## src/rtl/decode_fwd_stage_if.sv

```systemverilog
// Fetch-side, forwarding and execute-side signals of the decode/operand-fetch stage.
// master = surrounding pipeline, slave = decode_fwd_stage.
interface decode_fwd_stage_if #(
  parameter int unsigned XLEN = 64,
  parameter int unsigned NFWD = 3,
  parameter int unsigned RW   = 5
);
  logic                   flush;
  logic                   in_valid;
  logic                   in_ready;
  logic [XLEN-1:0]        in_pc;
  logic [31:0]            in_instr;
  logic                   in_use_rs1;
  logic                   in_use_rs2;
  logic [RW-1:0]          rs1;
  logic [RW-1:0]          rs2;
  logic [XLEN-1:0]        q1;
  logic [XLEN-1:0]        q2;
  logic [NFWD-1:0]        fwd_valid;
  logic [NFWD-1:0]        fwd_pending;
  logic [NFWD*RW-1:0]     fwd_dst;
  logic [NFWD*XLEN-1:0]   fwd_data;
  logic                   out_valid;
  logic                   out_ready;
  logic [XLEN-1:0]        out_pc;
  logic [31:0]            out_instr;
  logic [RW-1:0]          out_dst;
  logic [XLEN-1:0]        out_op1;
  logic [XLEN-1:0]        out_op2;

  modport master (
    output flush, in_valid, in_pc, in_instr, in_use_rs1, in_use_rs2,
           q1, q2, fwd_valid, fwd_pending, fwd_dst, fwd_data, out_ready,
    input  in_ready, rs1, rs2, out_valid, out_pc, out_instr, out_dst, out_op1, out_op2
  );

  modport slave (
    input  flush, in_valid, in_pc, in_instr, in_use_rs1, in_use_rs2,
           q1, q2, fwd_valid, fwd_pending, fwd_dst, fwd_data, out_ready,
    output in_ready, rs1, rs2, out_valid, out_pc, out_instr, out_dst, out_op1, out_op2
  );
endinterface

```

## src/rtl/decode_fwd_stage.sv

```systemverilog
// Decode/operand-fetch stage: regfile read, youngest-first forwarding, load-use interlock,
// valid/ready output with a 2-entry skid buffer. DECODE_PERF_EN adds saturating perf counters.
module decode_fwd_stage #(
  parameter int unsigned XLEN = 64,
  parameter int unsigned NFWD = 3,
  parameter int unsigned RW   = 5
) (
  input  logic                   clk,
  input  logic                   reset,
  decode_fwd_stage_if.slave      bus
`ifdef DECODE_PERF_EN
  ,
  output logic [31:0]            perf_hazard_cycles,
  output logic [31:0]            perf_full_cycles,
  output logic [31:0]            perf_flushed
`endif
);

  logic [RW-1:0]   rs1_c;
  logic [RW-1:0]   rs2_c;
  logic [RW-1:0]   dst_c;
  logic [XLEN-1:0] op1_c;
  logic [XLEN-1:0] op2_c;
  logic            haz1_c;
  logic            haz2_c;
  logic            hazard_c;
  logic            in_ready_c;
  logic            accept_c;
  logic            load_main_c;
  logic            load_skid_c;

  logic            main_valid;
  logic [XLEN-1:0] main_pc;
  logic [31:0]     main_instr;
  logic [RW-1:0]   main_dst;
  logic [XLEN-1:0] main_op1;
  logic [XLEN-1:0] main_op2;

  logic            skid_valid;
  logic [XLEN-1:0] skid_pc;
  logic [31:0]     skid_instr;
  logic [RW-1:0]   skid_dst;
  logic [XLEN-1:0] skid_op1;
  logic [XLEN-1:0] skid_op2;

  // Returns {hazard, operand}; the lowest-index matching source wins.
  function automatic logic [XLEN:0] resolve(input logic [RW-1:0]   idx,
                                            input logic [XLEN-1:0] q,
                                            input logic            use_f);
    logic [XLEN-1:0] op;
    logic            haz;
    logic            hit;
    op  = q;
    haz = 1'b0;
    hit = 1'b0;
    for (int unsigned i = 0; i < NFWD; i++) begin
      if (!hit && bus.fwd_valid[i] && (bus.fwd_dst[i*RW +: RW] == idx)) begin
        hit = 1'b1;
        if (bus.fwd_pending[i]) haz = use_f;
        else                    op  = bus.fwd_data[i*XLEN +: XLEN];
      end
    end
    if (idx == '0) begin
      op  = '0;
      haz = 1'b0;
    end
    return {haz, op};
  endfunction

  assign rs1_c = RW'(bus.in_instr[19:15]);
  assign rs2_c = RW'(bus.in_instr[24:20]);
  assign dst_c = RW'(bus.in_instr[11:7]);

  always_comb begin
    {haz1_c, op1_c} = resolve(rs1_c, bus.q1, bus.in_use_rs1);
    {haz2_c, op2_c} = resolve(rs2_c, bus.q2, bus.in_use_rs2);
  end

  // Flush forces ready so fetch can drop its offer; reset holds ready low.
  always_comb begin
    hazard_c    = bus.in_valid & (haz1_c | haz2_c);
    in_ready_c  = reset & (bus.flush | (~skid_valid & ~hazard_c));
    accept_c    = bus.in_valid & in_ready_c & ~bus.flush;
    load_main_c = ~bus.flush & (~main_valid | bus.out_ready) & (skid_valid | accept_c);
    load_skid_c = ~bus.flush & main_valid & ~bus.out_ready & accept_c;
  end

  always_ff @(posedge clk or negedge reset) begin
    if (!reset) begin
      main_valid <= 1'b0;
      skid_valid <= 1'b0;
    end else if (bus.flush) begin
      main_valid <= 1'b0;
      skid_valid <= 1'b0;
    end else if (!main_valid || bus.out_ready) begin
      if (skid_valid) begin
        main_valid <= 1'b1;
        skid_valid <= 1'b0;
      end else begin
        main_valid <= accept_c;
      end
    end else if (accept_c) begin
      skid_valid <= 1'b1;
    end
  end

  // Payload registers only move on a transfer; stale data is kept while invalid.
  always_ff @(posedge clk or negedge reset) begin
    if (!reset) begin
      main_pc    <= '0;
      main_instr <= '0;
      main_dst   <= '0;
      main_op1   <= '0;
      main_op2   <= '0;
    end else if (load_main_c) begin
      if (skid_valid) begin
        main_pc    <= skid_pc;
        main_instr <= skid_instr;
        main_dst   <= skid_dst;
        main_op1   <= skid_op1;
        main_op2   <= skid_op2;
      end else begin
        main_pc    <= bus.in_pc;
        main_instr <= bus.in_instr;
        main_dst   <= dst_c;
        main_op1   <= op1_c;
        main_op2   <= op2_c;
      end
    end
  end

  always_ff @(posedge clk or negedge reset) begin
    if (!reset) begin
      skid_pc    <= '0;
      skid_instr <= '0;
      skid_dst   <= '0;
      skid_op1   <= '0;
      skid_op2   <= '0;
    end else if (load_skid_c) begin
      skid_pc    <= bus.in_pc;
      skid_instr <= bus.in_instr;
      skid_dst   <= dst_c;
      skid_op1   <= op1_c;
      skid_op2   <= op2_c;
    end
  end

  assign bus.in_ready  = in_ready_c;
  assign bus.rs1       = rs1_c;
  assign bus.rs2       = rs2_c;
  assign bus.out_valid = main_valid;
  assign bus.out_pc    = main_pc;
  assign bus.out_instr = main_instr;
  assign bus.out_dst   = main_dst;
  assign bus.out_op1   = main_op1;
  assign bus.out_op2   = main_op2;

`ifdef DECODE_PERF_EN
  localparam int unsigned CW = 32;

  logic [1:0]  kill_cnt_c;
  logic [CW:0] flushed_sum_c;

  always_comb begin
    kill_cnt_c    = bus.flush ? (2'(main_valid) + 2'(skid_valid)) : 2'd0;
    flushed_sum_c = {1'b0, perf_flushed} + (CW+1)'(kill_cnt_c);
  end

  // All three counters stick at all-ones instead of wrapping.
  always_ff @(posedge clk or negedge reset) begin
    if (!reset) begin
      perf_hazard_cycles <= '0;
      perf_full_cycles   <= '0;
      perf_flushed       <= '0;
    end else begin
      if (hazard_c && (perf_hazard_cycles != '1))
        perf_hazard_cycles <= perf_hazard_cycles + CW'(1);
      if (skid_valid && (perf_full_cycles != '1))
        perf_full_cycles <= perf_full_cycles + CW'(1);
      perf_flushed <= flushed_sum_c[CW] ? '1 : flushed_sum_c[CW-1:0];
    end
  end
`endif

endmodule

```

## src/flat_wrapper.sv

```systemverilog
// flat-port wrapper written by rule: the top's interface ports become plain ports
module decode_fwd_stage_flat 
#(
  parameter int unsigned XLEN = 64,
  parameter int unsigned NFWD = 3,
  parameter int unsigned RW   = 5
)
  (clk, reset, bus_flush, bus_in_valid, bus_in_pc, bus_in_instr, bus_in_use_rs1, bus_in_use_rs2, bus_q1, bus_q2, bus_fwd_valid, bus_fwd_pending, bus_fwd_dst, bus_fwd_data, bus_out_ready, bus_in_ready, bus_rs1, bus_rs2, bus_out_valid, bus_out_pc, bus_out_instr, bus_out_dst, bus_out_op1, bus_out_op2);
  decode_fwd_stage_if #(.XLEN(XLEN), .NFWD(NFWD), .RW(RW)) bus_i ();
  input  logic clk;
  input  logic reset;
  input wire logic [$bits(bus_i.flush)-1:0] bus_flush;
  input wire logic [$bits(bus_i.in_valid)-1:0] bus_in_valid;
  input wire logic [$bits(bus_i.in_pc)-1:0] bus_in_pc;
  input wire logic [$bits(bus_i.in_instr)-1:0] bus_in_instr;
  input wire logic [$bits(bus_i.in_use_rs1)-1:0] bus_in_use_rs1;
  input wire logic [$bits(bus_i.in_use_rs2)-1:0] bus_in_use_rs2;
  input wire logic [$bits(bus_i.q1)-1:0] bus_q1;
  input wire logic [$bits(bus_i.q2)-1:0] bus_q2;
  input wire logic [$bits(bus_i.fwd_valid)-1:0] bus_fwd_valid;
  input wire logic [$bits(bus_i.fwd_pending)-1:0] bus_fwd_pending;
  input wire logic [$bits(bus_i.fwd_dst)-1:0] bus_fwd_dst;
  input wire logic [$bits(bus_i.fwd_data)-1:0] bus_fwd_data;
  input wire logic [$bits(bus_i.out_ready)-1:0] bus_out_ready;
  output wire logic [$bits(bus_i.in_ready)-1:0] bus_in_ready;
  output wire logic [$bits(bus_i.rs1)-1:0] bus_rs1;
  output wire logic [$bits(bus_i.rs2)-1:0] bus_rs2;
  output wire logic [$bits(bus_i.out_valid)-1:0] bus_out_valid;
  output wire logic [$bits(bus_i.out_pc)-1:0] bus_out_pc;
  output wire logic [$bits(bus_i.out_instr)-1:0] bus_out_instr;
  output wire logic [$bits(bus_i.out_dst)-1:0] bus_out_dst;
  output wire logic [$bits(bus_i.out_op1)-1:0] bus_out_op1;
  output wire logic [$bits(bus_i.out_op2)-1:0] bus_out_op2;
  assign bus_i.flush = bus_flush;
  assign bus_i.in_valid = bus_in_valid;
  assign bus_i.in_pc = bus_in_pc;
  assign bus_i.in_instr = bus_in_instr;
  assign bus_i.in_use_rs1 = bus_in_use_rs1;
  assign bus_i.in_use_rs2 = bus_in_use_rs2;
  assign bus_i.q1 = bus_q1;
  assign bus_i.q2 = bus_q2;
  assign bus_i.fwd_valid = bus_fwd_valid;
  assign bus_i.fwd_pending = bus_fwd_pending;
  assign bus_i.fwd_dst = bus_fwd_dst;
  assign bus_i.fwd_data = bus_fwd_data;
  assign bus_i.out_ready = bus_out_ready;
  assign bus_in_ready = bus_i.in_ready;
  assign bus_rs1 = bus_i.rs1;
  assign bus_rs2 = bus_i.rs2;
  assign bus_out_valid = bus_i.out_valid;
  assign bus_out_pc = bus_i.out_pc;
  assign bus_out_instr = bus_i.out_instr;
  assign bus_out_dst = bus_i.out_dst;
  assign bus_out_op1 = bus_i.out_op1;
  assign bus_out_op2 = bus_i.out_op2;
  decode_fwd_stage #(.XLEN(XLEN), .NFWD(NFWD), .RW(RW)) u_core (.clk(clk), .reset(reset), .bus(bus_i));
endmodule
```

## config.mk

```make
export PLATFORM = sky130hd
export DESIGN_NAME = decode_fwd_stage_flat
export DESIGN_NICKNAME = d
export VERILOG_FILES = /design/src/rtl/decode_fwd_stage_if.sv /design/src/rtl/decode_fwd_stage.sv /design/src/flat_wrapper.sv
export SDC_FILE = /design/constraint.sdc
export NUM_CORES = 1
export LEC_CHECK = 0
export BUFFER_PORTS_ARGS = -buffer_cell sky130_fd_sc_hd__clkbuf_2
export CORE_AREA = 2 2 263 265
export DETAILED_ROUTE_END_ITERATION = 8
export DIE_AREA = 0 0 265 267
export GPL_ROUTABILITY_DRIVEN = 0
export SLEW_MARGIN = 20
export SYNTH_ARGS = -nofsm -noshare
export SYNTH_HDL_FRONTEND = slang
export SYNTH_SLANG_ARGS = --single-unit
```

## constraint.sdc

```tcl
create_clock -name clk -period 7.3 [get_ports clk]
set_clock_uncertainty 0.2 [all_clocks]
set_input_delay 1.46 -clock clk [delete_from_list [all_inputs] [get_ports clk]]
set_output_delay 1.46 -clock clk [all_outputs]
set_load 0.01 [all_outputs]
```

==> results.md <==
* Run status: finished, final reports clean
* Synth area leaders: dfrtp_1 44%, mux2_2 9.8%, mux2_4 9.4%
* Crit path DAT at 4070 ps
* Max-cap viol count at 0
* Gate Count Post-Synth at 2365
* Ys Warns at 0
* Yosys top cell area share at 0.438
* Final net count at 3330
* CTS tree: done
* GR peak layer: met2
* Synth area leader: dfrtp_1
* Remaining DRCs at 0
* Max Slew Vio Count at 0
* Syn avg cell area at 10.9 µm²
* Vias per cell at 5.86
* Worst-skew pair later-pin latency at 600 ps
* CP Cell Sequence: clkbuf_2 -> xor2_1 -> nor4_2 -> a311oi_4 -> a32o_1 -> a211o_1 -> a21oi_1 -> o21a_1 -> clkbuf_2
* First-pass GRT wire length at 145 mm
* CP max FO at 13
* Most common cell in the netlist: dfrtp_1
* Post-synth EDFFs at 0
* Total GRT Usage at 0.267
* CTS Hold Buffers Added at 0
* Vias in the first global route at 23.1k
* Initial antenna violation count at 13
* Final Cycle Share at 0.785
* Total gr overflow at 0
* Clock sinks at 450
* CTS resizes at 0
* Initial DRC count at 2166
* Clock root buffer: clkbuf_16
* DP HPWL at 66.6 mm
* Synth Flop Type: dfrtp_1
* M1 GR Usage at 0.320
* Post-synthesis sequential area ratio at 0.438
* Total leakage power at 0.0153 µW
* Via count at 22.4k
* H-tree depth at 2
* Routed Antenna Nets at 0
* Die height at 267 µm
* Routed Wire Length at 97.6 mm
* Worst Hold Class: flop to flop
* I/O pin total at 685
* Pwr Density at 247 nW/µm²
* Slew @ Worst Pin at 1070 ps
* Share of cells above drive strength 1 at 0.414
* Syn-to-layout area delta at 21.5%
* Startpoint Class: input port
* Critical path class: input port to output port
* Length of the first detailed-routing pass in iterations at 6
* CTS buffer count at 51
* Worst IR Drop VDD at 0.167 mV
* Grt met3 use at 0.0771
* Min Tclk post-route at 5730 ps
* Final setup fails at 0
* Share of synthesized flip-flops with an asynchronous set or reset at 1.00
* Crit path max-delay cell type: nor4_2
* Element type at the critical path end: output port
* Mapped Area at 25700 µm²
* Fin util at 0.459
* CP most frequent cell: clkbuf_2
* Met2 usage at 0.439
* Yosys reg bits at 450
* FMAX at 0.175 GHz
* Worst path max stage delay at 650 ps
* Reg clk slew, reported paths at 50 ps
* Row cnt at 96
* Syn nets at 2809
* Die area at 70800 µm²
* CP required at 5640 ps
* Final Hold Vio Count at 0
* Port bufs at 684
* Average wire per standard cell at 25.6 µm
* Relative slew slack at 0.285
* Number of post-CTS setup repair buffers at 0
* CORE AREA at 68000 µm²
* Synth unique cells at 47
* RSZ-0062 raised after global routing: false
* Pin count of the biggest net entering global routing at 124
* Die width at 265 µm
* Clock tree buffer depth at 3
* Top post-synthesis cells by count: 450 x dfrtp_1, 224 x mux2_2, 194 x nand3_1
* Initial Util at 0.378
* TNS Setup at 0 ps
sequential cells by signal (all words and copies together), names as in the netlist:
signal                flops
u_core.bus.out_op1       64
u_core.bus.out_op2       64
u_core.bus.out_pc        64
u_core.skid_op1          64
u_core.skid_op2          64
u_core.skid_pc           64
u_core.bus.out_instr     28
u_core.skid_instr        28
u_core.bus.out_dst        4
u_core.skid_dst           4
u_core.bus.out_valid      1
u_core.skid_valid         1
layout by cell type, fill, tap and decap left out, drive strengths merged, types with 2 or more instances in the layout:
cell type  count
clkbuf       763
mux2         544
dfrtp        450
o21ai        194
nand3        194
nand2        136
nor2         131
nor3          69
and3          67
a2bb2oi       64
a22oi         64
a221oi        64
o31a          64
buf           41
xnor2         17
xor2          13
clkinv        10
diode          5
a21oi          5
inv            4
nand4          3
a211o          3
and2           3
or4            2
nor2b          2
or2            2
bufinv         2
nor4           2
nor4b          2
report_power, final:
part,switching [µW],total [µW],internal (µW)
Combinational,907,1810,901
Clock,1070,2570,1500
Sequential,303,3320,3010
layer usage:
metal	wire length (µm)	vias up
li1	-	9701
met4	4640	12
met5	80	-
met1	37900	11100
met3	9090	294
met2	45900	1291
worst paths after layout:
kind	from	endpoint	slack, ps	depth (start not counted)
min in group asynchronous	reset	u_core.skid_pc[10]$_DFFE_PN0P_	730	1
worst min register to register	u_core.skid_pc[6]$_DFFE_PN0P_	u_core.skid_pc[6]$_DFFE_PN0P_	280	1
worst max register to register	u_core.skid_valid$_DFFE_PN0P_	u_core.bus.out_op2[29]$_DFFE_PN0P_	3680	5
worst min-delay path	u_core.skid_pc[6]$_DFFE_PN0P_	u_core.skid_pc[6]$_DFFE_PN0P_	280	1
worst max-delay path	bus_in_instr[23]	bus_in_ready	1570	9
max in group asynchronous	reset	u_core.skid_valid$_DFFE_PN0P_	3620	3
critical path: cells and delay by family:
| kind | cells | cell delay [ps] |
|---|---|---|
| xor+xnor | 1 | 210 |
| buf+inv | 2 | 320 |
| simple gates | 1 | 650 |
| compound gates | 5 | 1420 |
kinds of logic after synthesis:
group,Yosys count,synth area share
xor gates and xnor gates,30,0.0102
DFF,450,0.438
buffers and inverters,258,0.0498
and+or+nand+nor,618,0.113
AOI/OAI and AO/OA,465,0.127
muxes,544,0.262
final cells by class:
class | instances | area (µm²)
Fill cell | 6382 | 36800
Multi-Input combinational cell | 1657 | 13300
Sequential cell | 450 | 11300
Timing Repair Buffer | 724 | 3820
Clock buffer | 80 | 1520
Tap cell | 882 | 1100
Clock inverter | 15 | 176
Antenna cell | 5 | 12.5
Inverter | 2 | 7.51
through the flow:
stage	hold WS [ps]	cell area, µm²	setup slack [ps]	cells	power, µW
2_1_floorplan	259	25700	2350	2365	4280
3_3_place_gp	267	29500	1650	3714	5100
3_5_place_dp	277	29500	1510	3714	5160
4_1_cts	290	31200	1570	3809	7780
5_1_grt	298	31200	1440	3813	8050
6_report	285	31200	1570	3815	7700
Note: power is estimated with default switching activity, not from simulation.
